===== src/rtl/http_flood_detector.sv =====
// Per-source HTTP GET/POST rate detector: drops headers whose source IP exceeds threshold per window.
// Latency: verdict 3 cycles after accept; one header in flight at a time.
// Backpressure: o_hdr_rdy drops for the two cycles after an accept; max one header every 3 cycles.
//
// Ports:
//   i_clk, i_rst_n             clock, asynchronous active-low reset
//   i_hdr_valid / o_hdr_rdy    header handshake; i_src_ip, i_dst_port, i_proto, i_http_get, i_http_post
//   i_enable, i_threshold      software controls, sampled in the update cycle
//   o_verdict_*                one-cycle verdict pulse with drop flag and source IP
//   o_flood_drop_count         saturating count of drop verdicts (kept across windows)
//   o_entries_used             number of valid table entries
module http_flood_detector #(
  parameter int NUM_ENTRIES   = 8,
  parameter int CNT_WIDTH     = 16,
  parameter int WINDOW_CYCLES = 125000000,
  parameter int HTTP_PORT     = 80
) (
  input  logic                         i_clk,
  input  logic                         i_rst_n,
  input  logic                         i_hdr_valid,
  output logic                         o_hdr_rdy,
  input  logic [31:0]                  i_src_ip,
  input  logic [15:0]                  i_dst_port,
  input  logic [7:0]                   i_proto,
  input  logic                         i_http_get,
  input  logic                         i_http_post,
  input  logic                         i_enable,
  input  logic [CNT_WIDTH-1:0]         i_threshold,
  output logic                         o_verdict_valid,
  output logic                         o_verdict_drop,
  output logic [31:0]                  o_verdict_src_ip,
  output logic [31:0]                  o_flood_drop_count,
  output logic [$clog2(NUM_ENTRIES):0] o_entries_used
);

  localparam int IW = $clog2(NUM_ENTRIES);
  localparam int TW = $clog2(WINDOW_CYCLES);

  typedef enum logic [1:0] {IDLE, CMP, UPD} state_t;

  state_t                r_state, w_next;
  logic [31:0]           r_ip;
  logic                  r_cand;
  logic                  r_valid [NUM_ENTRIES];
  logic [31:0]           r_tab_ip[NUM_ENTRIES];
  logic [CNT_WIDTH-1:0]  r_cnt   [NUM_ENTRIES];
  logic                  r_hit, r_full, r_stale;
  logic [IW-1:0]         r_hit_idx, r_free_idx, r_vptr;
  logic [TW-1:0]         r_timer;

  logic                  w_tick, w_accept, w_hit, w_full, w_drop;
  logic [IW-1:0]         w_hit_idx, w_free_idx, w_tgt;
  logic [CNT_WIDTH-1:0]  w_new_cnt;
  logic [IW:0]           w_used;

  assign w_tick   = (r_timer == TW'(WINDOW_CYCLES - 1));
  assign w_accept = i_hdr_valid && o_hdr_rdy;

  // FSM next state and handshake output
  always_comb begin
    w_next    = r_state;
    o_hdr_rdy = 1'b0;
    case (r_state)
      IDLE: begin
        o_hdr_rdy = 1'b1;
        if (i_hdr_valid) w_next = CMP;
      end
      CMP:     w_next = UPD;
      UPD:     w_next = IDLE;
      default: w_next = IDLE;
    endcase
  end

  always_ff @(posedge i_clk or negedge i_rst_n) begin
    if (!i_rst_n) r_state <= IDLE;
    else          r_state <= w_next;
  end

  // Parallel compare; descending scan so the lowest matching/free index wins
  always_comb begin
    w_hit      = 1'b0;
    w_hit_idx  = '0;
    w_free_idx = '0;
    w_full     = 1'b1;
    for (int i = NUM_ENTRIES - 1; i >= 0; i--) begin
      if (r_valid[i] && (r_tab_ip[i] == r_ip)) begin
        w_hit     = 1'b1;
        w_hit_idx = IW'(i);
      end
      if (!r_valid[i]) begin
        w_full     = 1'b0;
        w_free_idx = IW'(i);
      end
    end
  end

  // Target slot and new count. A tick during CMP invalidates the compare
  // results, so the packet goes to slot 0 of what is now an empty table.
  always_comb begin
    w_tgt     = r_vptr;
    w_new_cnt = CNT_WIDTH'(1);
    if (r_stale) begin
      w_tgt = '0;
    end else if (r_hit) begin
      w_tgt     = r_hit_idx;
      w_new_cnt = (r_cnt[r_hit_idx] == '1) ? r_cnt[r_hit_idx]
                                           : r_cnt[r_hit_idx] + CNT_WIDTH'(1);
    end else if (!r_full) begin
      w_tgt = r_free_idx;
    end
    // Tick coinciding with the update: table clears, packet counts as first
    if (w_tick) w_new_cnt = CNT_WIDTH'(1);
    w_drop = r_cand && i_enable && (w_new_cnt > i_threshold);
  end

  always_comb begin
    w_used = '0;
    for (int i = 0; i < NUM_ENTRIES; i++) w_used = w_used + (IW+1)'(r_valid[i]);
  end
  assign o_entries_used = w_used;

  always_ff @(posedge i_clk or negedge i_rst_n) begin
    if (!i_rst_n) begin
      r_ip               <= '0;
      r_cand             <= 1'b0;
      r_hit              <= 1'b0;
      r_full             <= 1'b0;
      r_stale            <= 1'b0;
      r_hit_idx          <= '0;
      r_free_idx         <= '0;
      r_vptr             <= '0;
      r_timer            <= '0;
      o_verdict_valid    <= 1'b0;
      o_verdict_drop     <= 1'b0;
      o_verdict_src_ip   <= '0;
      o_flood_drop_count <= '0;
      for (int i = 0; i < NUM_ENTRIES; i++) begin
        r_valid[i]  <= 1'b0;
        r_tab_ip[i] <= '0;
        r_cnt[i]    <= '0;
      end
    end else begin
      r_timer <= w_tick ? '0 : r_timer + TW'(1);

      if (w_accept) begin
        r_ip   <= i_src_ip;
        r_cand <= (i_proto == 8'd6) && (i_dst_port == 16'(HTTP_PORT))
                  && (i_http_get || i_http_post);
      end

      if (r_state == CMP) begin
        r_hit      <= w_hit;
        r_hit_idx  <= w_hit_idx;
        r_free_idx <= w_free_idx;
        r_full     <= w_full;
        r_stale    <= w_tick;
      end

      if (w_tick) begin
        for (int i = 0; i < NUM_ENTRIES; i++) begin
          r_valid[i] <= 1'b0;
          r_cnt[i]   <= '0;
        end
      end

      // Install after the clear so a same-cycle tick leaves only this entry
      if (r_state == UPD && r_cand) begin
        r_valid[w_tgt]  <= 1'b1;
        r_tab_ip[w_tgt] <= r_ip;
        r_cnt[w_tgt]    <= w_new_cnt;
        if (!r_stale && !r_hit && r_full) r_vptr <= r_vptr + IW'(1);
      end

      o_verdict_valid <= (r_state == UPD);
      o_verdict_drop  <= (r_state == UPD) && w_drop;
      if (r_state == UPD) o_verdict_src_ip <= r_ip;
      if (r_state == UPD && w_drop && o_flood_drop_count != 32'hFFFF_FFFF)
        o_flood_drop_count <= o_flood_drop_count + 32'd1;
    end
  end

endmodule


===== config.mk =====
export PLATFORM = sky130hd
export DESIGN_NAME = http_flood_detector
export DESIGN_NICKNAME = d
export VERILOG_FILES = /design/src/rtl/http_flood_detector.sv
export SDC_FILE = /design/constraint.sdc
export NUM_CORES = 1
export LEC_CHECK = 0
export ABC_AREA = 1
export BUFFER_PORTS_ARGS = -buffer_cell sky130_fd_sc_hd__buf_2
export CAP_MARGIN = 30
export CELL_PAD_IN_SITES_DETAIL_PLACEMENT = 0
export CELL_PAD_IN_SITES_GLOBAL_PLACEMENT = 1
export CORE_ASPECT_RATIO = 0.75
export CORE_MARGIN = 2
export CORE_UTILIZATION = 50
export DETAILED_ROUTE_END_ITERATION = 12
export MAX_ROUTING_LAYER = met4
export PLACE_DENSITY_LB_ADDON = 0.1
export SYNTH_ARGS = -nofsm -noshare
export SYNTH_HDL_FRONTEND = slang
export SYNTH_SLANG_ARGS = --single-unit

===== constraint.sdc =====
create_clock -name i_clk -period 7 [get_ports i_clk]
set_clock_uncertainty 0.15 [all_clocks]
set_input_delay 1.4 -clock i_clk [delete_from_list [all_inputs] [get_ports i_clk]]
set_output_delay 1.4 -clock i_clk [all_outputs]
set_load 0.01 [all_outputs]

* After elaboration in Yosys (flattened, before gate mapping)
Index checks and enable logic that the tools add are counted.
Storage, ports and cells: register bits 532, logic and storage cells 154
Cells by class: add/sub/neg operators 11, $lt $le $gt $ge 4, equality and inequality tests 16, muxes and demuxes 58, bitwise logic cells 3, reductions and logical operators 24
Operators with widths (count):
- bitwise mux 256 bit | 1
- == test 32 bit | 8
- two-way mux 128 bit | 2
- bitwise mux 128 bit | 1
- two-way mux 16 bit | 7
- demux 32 bit (select 3 bit) | 1
- two-way mux 3 bit | 19
- binary-select mux 16 bit (select 3 bit) | 1
- demux 16 bit (select 3 bit) | 1
- adder 32 x 1 -> 32 bit (second input constant) | 1
- two-way mux 32 bit | 1
- != test 32 bit (second input constant) | 1
- adder 27 x 1 -> 27 bit (second input constant) | 1
- == test 27 bit (second input constant) | 1
- two-way mux 27 bit | 1
- logical AND 1 bit | 19
- two-way mux 1 bit | 18
- adder 16 x 1 -> 16 bit (second input constant) | 1
- adder 4 x 1 -> 4 bit | 4
- == test 16 bit (second input constant) | 1
- == test 16 x 7 -> 1 bit (second input constant) | 1
- > comparator 16 bit | 1
- two-way mux 8 bit | 2
- == test 8 x 3 -> 1 bit (second input constant) | 1
- 18 further kinds | 21

* Longest topological paths before layout
depth in word-level cells 13, mapped depth 28, gate-level depth less buffers 25

* Worst setup path before layout
Ideal clock, no wire load.
kind flip-flop to output port, start reg r_valid[0] in the netlist's numbering, end out o_entries_used[2], arrival 2.719 ns, data required time 5.450 ns, setup slack 2.731 ns, stages on the path, launching flop included 10, path buffers 0, cell sequence dfrtp_1 fa_1 inv_1 fa_1 fa_1 inv_1 ha_1 inv_1 fa_1 xnor2_1
On the way: cells in the longest elaborated chain, start to end 1
Ends and longest elaborated chain:
- start: declaration | line 44 | logic r_valid [NUM_ENTRIES];
- start signal: indexed assignment | line 138 | r_valid[i] <= 1'b0;
- start signal: indexed assignment | line 161 | r_valid[i] <= 1'b0;
- start signal: indexed assignment | line 168 | r_valid[w_tgt] <= 1'b1;
- adder 4 x 1 -> 4 bit | line 118 | for (int i = 0; i < NUM_ENTRIES; i++) w_used = w_used + (IW+1)'(r_valid[i]);
- end: declaration | line 33 | output logic [$clog2(NUM_ENTRIES):0] o_entries_used
Every way passes these cells.

* Final worst setup path
start reg r_hit_idx[1], end reg o_flood_drop_count[23]
On the way: cells in the longest elaborated chain, start to end 13, elaborated cells on any way between the ends 14, those cells by class add/sub (1); order compare (1); eq/ne (1); mux (7); bitwise (1); reduce/logical (3)
Ends and longest elaborated chain:
- start: declaration | line 48 | logic [IW-1:0] r_hit_idx, r_free_idx, r_vptr;
- start signal: assignment | line 153 | r_hit_idx <= w_hit_idx;
- inverter 3 -> 4 bit (not written as such) * | line 106, 107
- binary-select mux 16 bit (select 3 bit) * | line 106, 107
- two-way mux 16 bit (not written as such) * (2 in a row) | line 106, 107
- adder 16 x 1 -> 16 bit / == test 16 bit (equally long branches) | line 107, 106
- two-way mux 16 bit * | line 106 | w_new_cnt = (r_cnt[r_hit_idx] == '1) ? r_cnt[r_hit_idx]
- two-way mux 16 bit * | line 104 | end else if (r_hit) begin
- two-way mux 16 bit * | line 102 | if (r_stale) begin
- two-way mux 16 bit * | line 112 | if (w_tick) w_new_cnt = CNT_WIDTH'(1);
- > comparator 16 bit * | line 113 | w_drop = r_cand && i_enable && (w_new_cnt > i_threshold);
- logical AND 1 bit * | line 113
- logical AND 1 bit * (2 in a row) | line 177 | if (r_state == UPD && w_drop && o_flood_drop_count != 32'hFFFF_FFFF)
- end signal: assignment | line 178 | o_flood_drop_count <= o_flood_drop_count + 32'd1;
- end: declaration | line 32 | output logic [31:0] o_flood_drop_count,
Every way passes the cells marked *; elsewhere a longest branch is shown, timed or not. The select of a mux whose other input is x is not followed. A chain may end at the register's enable or synchronous reset.

==> impl_metrics.env <==
export IMPL_drtAntennaViolNets=0
export IMPL_groute_usage_overall_pct=35.2
export IMPL_drt_first_pass_iters=8
export IMPL_yosys_area_top_type="sky130_fd_sc_hd__dfrtp_1"
export IMPL_worst_ep_required_time_ns=7.35
export IMPL_tritoncts_num_buffers=55
export IMPL_finalSetupTns_ns=0
export IMPL_post_synth_edffs=0
export IMPL_setup_violations=0
export IMPL_vdd_ir_drop_worst_uv=213
export IMPL_grt_max_degree=134
export IMPL_hpwlAfterDp_microns=65900
export IMPL_detail_route_wirelength_microns=98900
export IMPL_finalWorstPathRequiredPeriod_ns=5.87
export IMPL_die_area_sq_um=57800
export IMPL_placement_io_buffers=148
export IMPL_chipWidth_microns=277
export IMPL_postCtsResizedCells=0
export IMPL_static_leakage_power_uw=0.0151
export IMPL_worst_skew_pair_late_latency_ns=0.64
export IMPL_yosys_cell_count_top_type="sky130_fd_sc_hd__nand2_1"
export IMPL_remaining_drc_errors=0
export IMPL_synth_avg_cell_area_sq_um=7.59
export IMPL_multiInputGateArea_sq_um=12200
export IMPL_synth_cell_type_count=50
export IMPL_tightest_slew_ns=1.03
export IMPL_grt_overflow_total=0
export IMPL_nNetsFinal=3840
export IMPL_total_count_of_max_transition_violations_in_the_final_report=0
export IMPL_worstSetupPathType="flip-flop to flip-flop"
export IMPL_register_clock_pin_slew_on_the_reported_worst_setup_and_hold_paths_ns=0.06
export IMPL_postCtsSetupBuffers=0
export IMPL_ctsLongestPathBuffers=3
export IMPL_postSynthNetCount=3789
export IMPL_startpoint_type="flip-flop"
export IMPL_drive_gt1_share_pct=9.22
export IMPL_ys_async_sr_fraction_pct=100
export IMPL_min_path_type="flip-flop to flip-flop"
export IMPL_die_h_microns=209
export IMPL_synth_common_cells="sky130_fd_sc_hd__nand2_1, sky130_fd_sc_hd__dfrtp_1, sky130_fd_sc_hd__o21ai_0"
export IMPL_worst_path_buf_inv=5
export IMPL_yosysWarningCount=0
export IMPL_timing_critical_path_slowest_stage_cell="sky130_fd_sc_hd__or2_0"
export IMPL_regArea_sq_um=13300
export IMPL_cts_root_buf="sky130_fd_sc_hd__clkbuf_16"
export IMPL_synth_top_flop_cell="sky130_fd_sc_hd__dfrtp_1"
export IMPL_synth_top_cell_area_share_pct=47.7
export IMPL_fmax_mhz=170
export IMPL_fin_crit_sh_pct=83.8
export IMPL_grt_pass1_vias=24600
export IMPL_crit_path_max_fanout=37
export IMPL_start_util_pct=50.9
export IMPL_seq_area_frac_synth_pct=47.7
export IMPL_routed_via_count=26100
export IMPL_yosys_top_cells_area="sky130_fd_sc_hd__dfrtp_1, sky130_fd_sc_hd__nand2_1, sky130_fd_sc_hd__o21ai_0"
export IMPL_crit_arrival_ns=6.22
export IMPL_io_pins=149
export IMPL_synth_cells=3681
export IMPL_drt_vias_per_instance=5.79
export IMPL_tritoncts="built"
export IMPL_reg2reg_slack_ns=1.13
export IMPL_final_hold_viol_count=0
export IMPL_rsz_0062_raised_after_global_routing="false"
export IMPL_maxCapViolCount=0
export IMPL_route_detailed_wl_per_inst_microns=22.0
export IMPL_dr_first_iter_drc_count=3384
export IMPL_fillCellCount=5196
export IMPL_synth_seq_cells=532
export IMPL_syn_cell_area_sq_um=27900
export IMPL_numClockSinks=532
export IMPL_cts_htree_levels=2
export IMPL_antenna_found_initial=3
export IMPL_core_sq_um=54800
export IMPL_worst_slew_margin_rel_pct=31.4
export IMPL_place_gp_congestion=0.930
export IMPL_grt_pass1_wl_microns=151000
export IMPL_critical_path_most_common_cell="sky130_fd_sc_hd__nand2_1"
export IMPL_area_delta_synth_final_pct=11.4
export IMPL_finalCoreUtilization_pct=56.8
export IMPL_num_rows=74
export IMPL_critical_path_max_stage_delay_ns=0.47
export IMPL_crit_path_end_kind="flip-flop"
export IMPL_status="finished, final reports clean"
export IMPL_critical_path_top_delay_family="simple AND/OR/NAND/NOR gates"
export IMPL_hold_buffers=0
export IMPL_power_per_cell_area_nw_per_um2=257
==> through the flow <==
stage          setup WS [ns]  total power (uW)  hold WS [ns]  std cells  cell area, sq um
4_1_cts                0.890              7970         0.315       4494             31100
2_1_floorplan           2.73              4140         0.283       3681             27900
5_1_grt                0.614              8260         0.340       4499             31100
3_3_place_gp            1.04              4920         0.296       4391             29200
6_report                1.13              7990         0.315       4499             31100
3_5_place_dp           0.925              4920         0.305       4394             29200
==> layout make-up <==
type / count / share of cell area (%)
tap: 722 / 2.90
inverter: 402 / 4.85
multi-input combinational: 2531 / 39.3
clock inverter: 16 / 0.740
sequential: 532 / 42.8
antenna: 2 / 0.0161
timing repair buffer: 210 / 4.26
clock buffer: 84 / 5.19
==> worst paths after layout <==
check / start / end / depth (start not counted)
worst max-delay path: r_hit_idx[1] / o_flood_drop_count[23] / 25
worst min-delay path: r_timer[25] / r_timer[25] / 1
worst max register to register: r_hit_idx[1] / o_flood_drop_count[23] / 25
worst min register to register: r_timer[25] / r_timer[25] / 1
max in group asynchronous: i_rst_n / r_tab_ip[77] / 2
min in group asynchronous: i_rst_n / r_tab_ip[7] / 1
==> logic make-up (layout without fill, tap and decap cells) <==
| kind of cell | Yosys count | count (layout) | synth area share [%] |
|---|---|---|---|
| flip-flops | 532 | 532 | 47.7 |
| other | 0 | 2 | 0 |
| adder cells (fa/ha/maj) | 30 | 30 | 1.45 |
| buffers and inverters | 618 | 712 | 8.74 |
| multiplexers | 1 | 1 | 0.0403 |
| AO/OA/AOI/OAI | 562 | 562 | 10.7 |
| AND/OR/NAND/NOR | 1825 | 1825 | 27.8 |
| XOR/XNOR | 113 | 113 | 3.54 |
==> placed cells by master (no fill, tap or decap), types with 10 or more instances in the layout <==
cell type                      n
sky130_fd_sc_hd__a21oi_1      28
sky130_fd_sc_hd__o21ai_0     386
sky130_fd_sc_hd__nor4_1       24
sky130_fd_sc_hd__clkbuf_16    55
sky130_fd_sc_hd__inv_2        14
sky130_fd_sc_hd__buf_4        52
sky130_fd_sc_hd__o21ai_1      40
sky130_fd_sc_hd__xnor2_1      61
sky130_fd_sc_hd__inv_1       377
sky130_fd_sc_hd__nor2_1      280
sky130_fd_sc_hd__ha_1         26
sky130_fd_sc_hd__buf_2       147
sky130_fd_sc_hd__clkinv_1     11
sky130_fd_sc_hd__nor3_1       43
sky130_fd_sc_hd__o22ai_1      84
sky130_fd_sc_hd__nand3_1     310
sky130_fd_sc_hd__clkbuf_1     16
sky130_fd_sc_hd__nand2_1    1024
sky130_fd_sc_hd__clkbuf_8     13
sky130_fd_sc_hd__nand2_2      10
sky130_fd_sc_hd__nand4_1      95
sky130_fd_sc_hd__dfrtp_1     531
sky130_fd_sc_hd__xor2_1       52
sky130_fd_sc_hd__nand3_2      11
==> state kept, by name, indices dropped and copies added, names as in the netlist, 2 cells and up <==
name	cells
r_timer	27
r_free_idx	3
r_hit_idx	3
r_ip	32
r_valid	8
r_state	2
o_verdict_src_ip	32
r_vptr	3
r_tab_ip	256
r_cnt	128
o_flood_drop_count	32
==> routing by layer <==
metal  vias to the layer above  global-route usage (%)  share of wire (%)
li1                      12000                       -                  -
met1                     12700                    53.5                 47
met2                      1291                    47.7                 40
met3                       128                    8.06                 11
met4                         0                    7.12                1.8
met5                         -                       -                  0
==> power breakdown <==
part	switching (uW)	leakage, uW	total (uW)	internal (uW)
Clock	1320	0.000901	3060	1740
Combinational	1160	0.00684	1570	405
Sequential	157	0.00732	3360	3200
Total	2640	0.0151	7990	5350
Power figures use the tool's default switching activity.
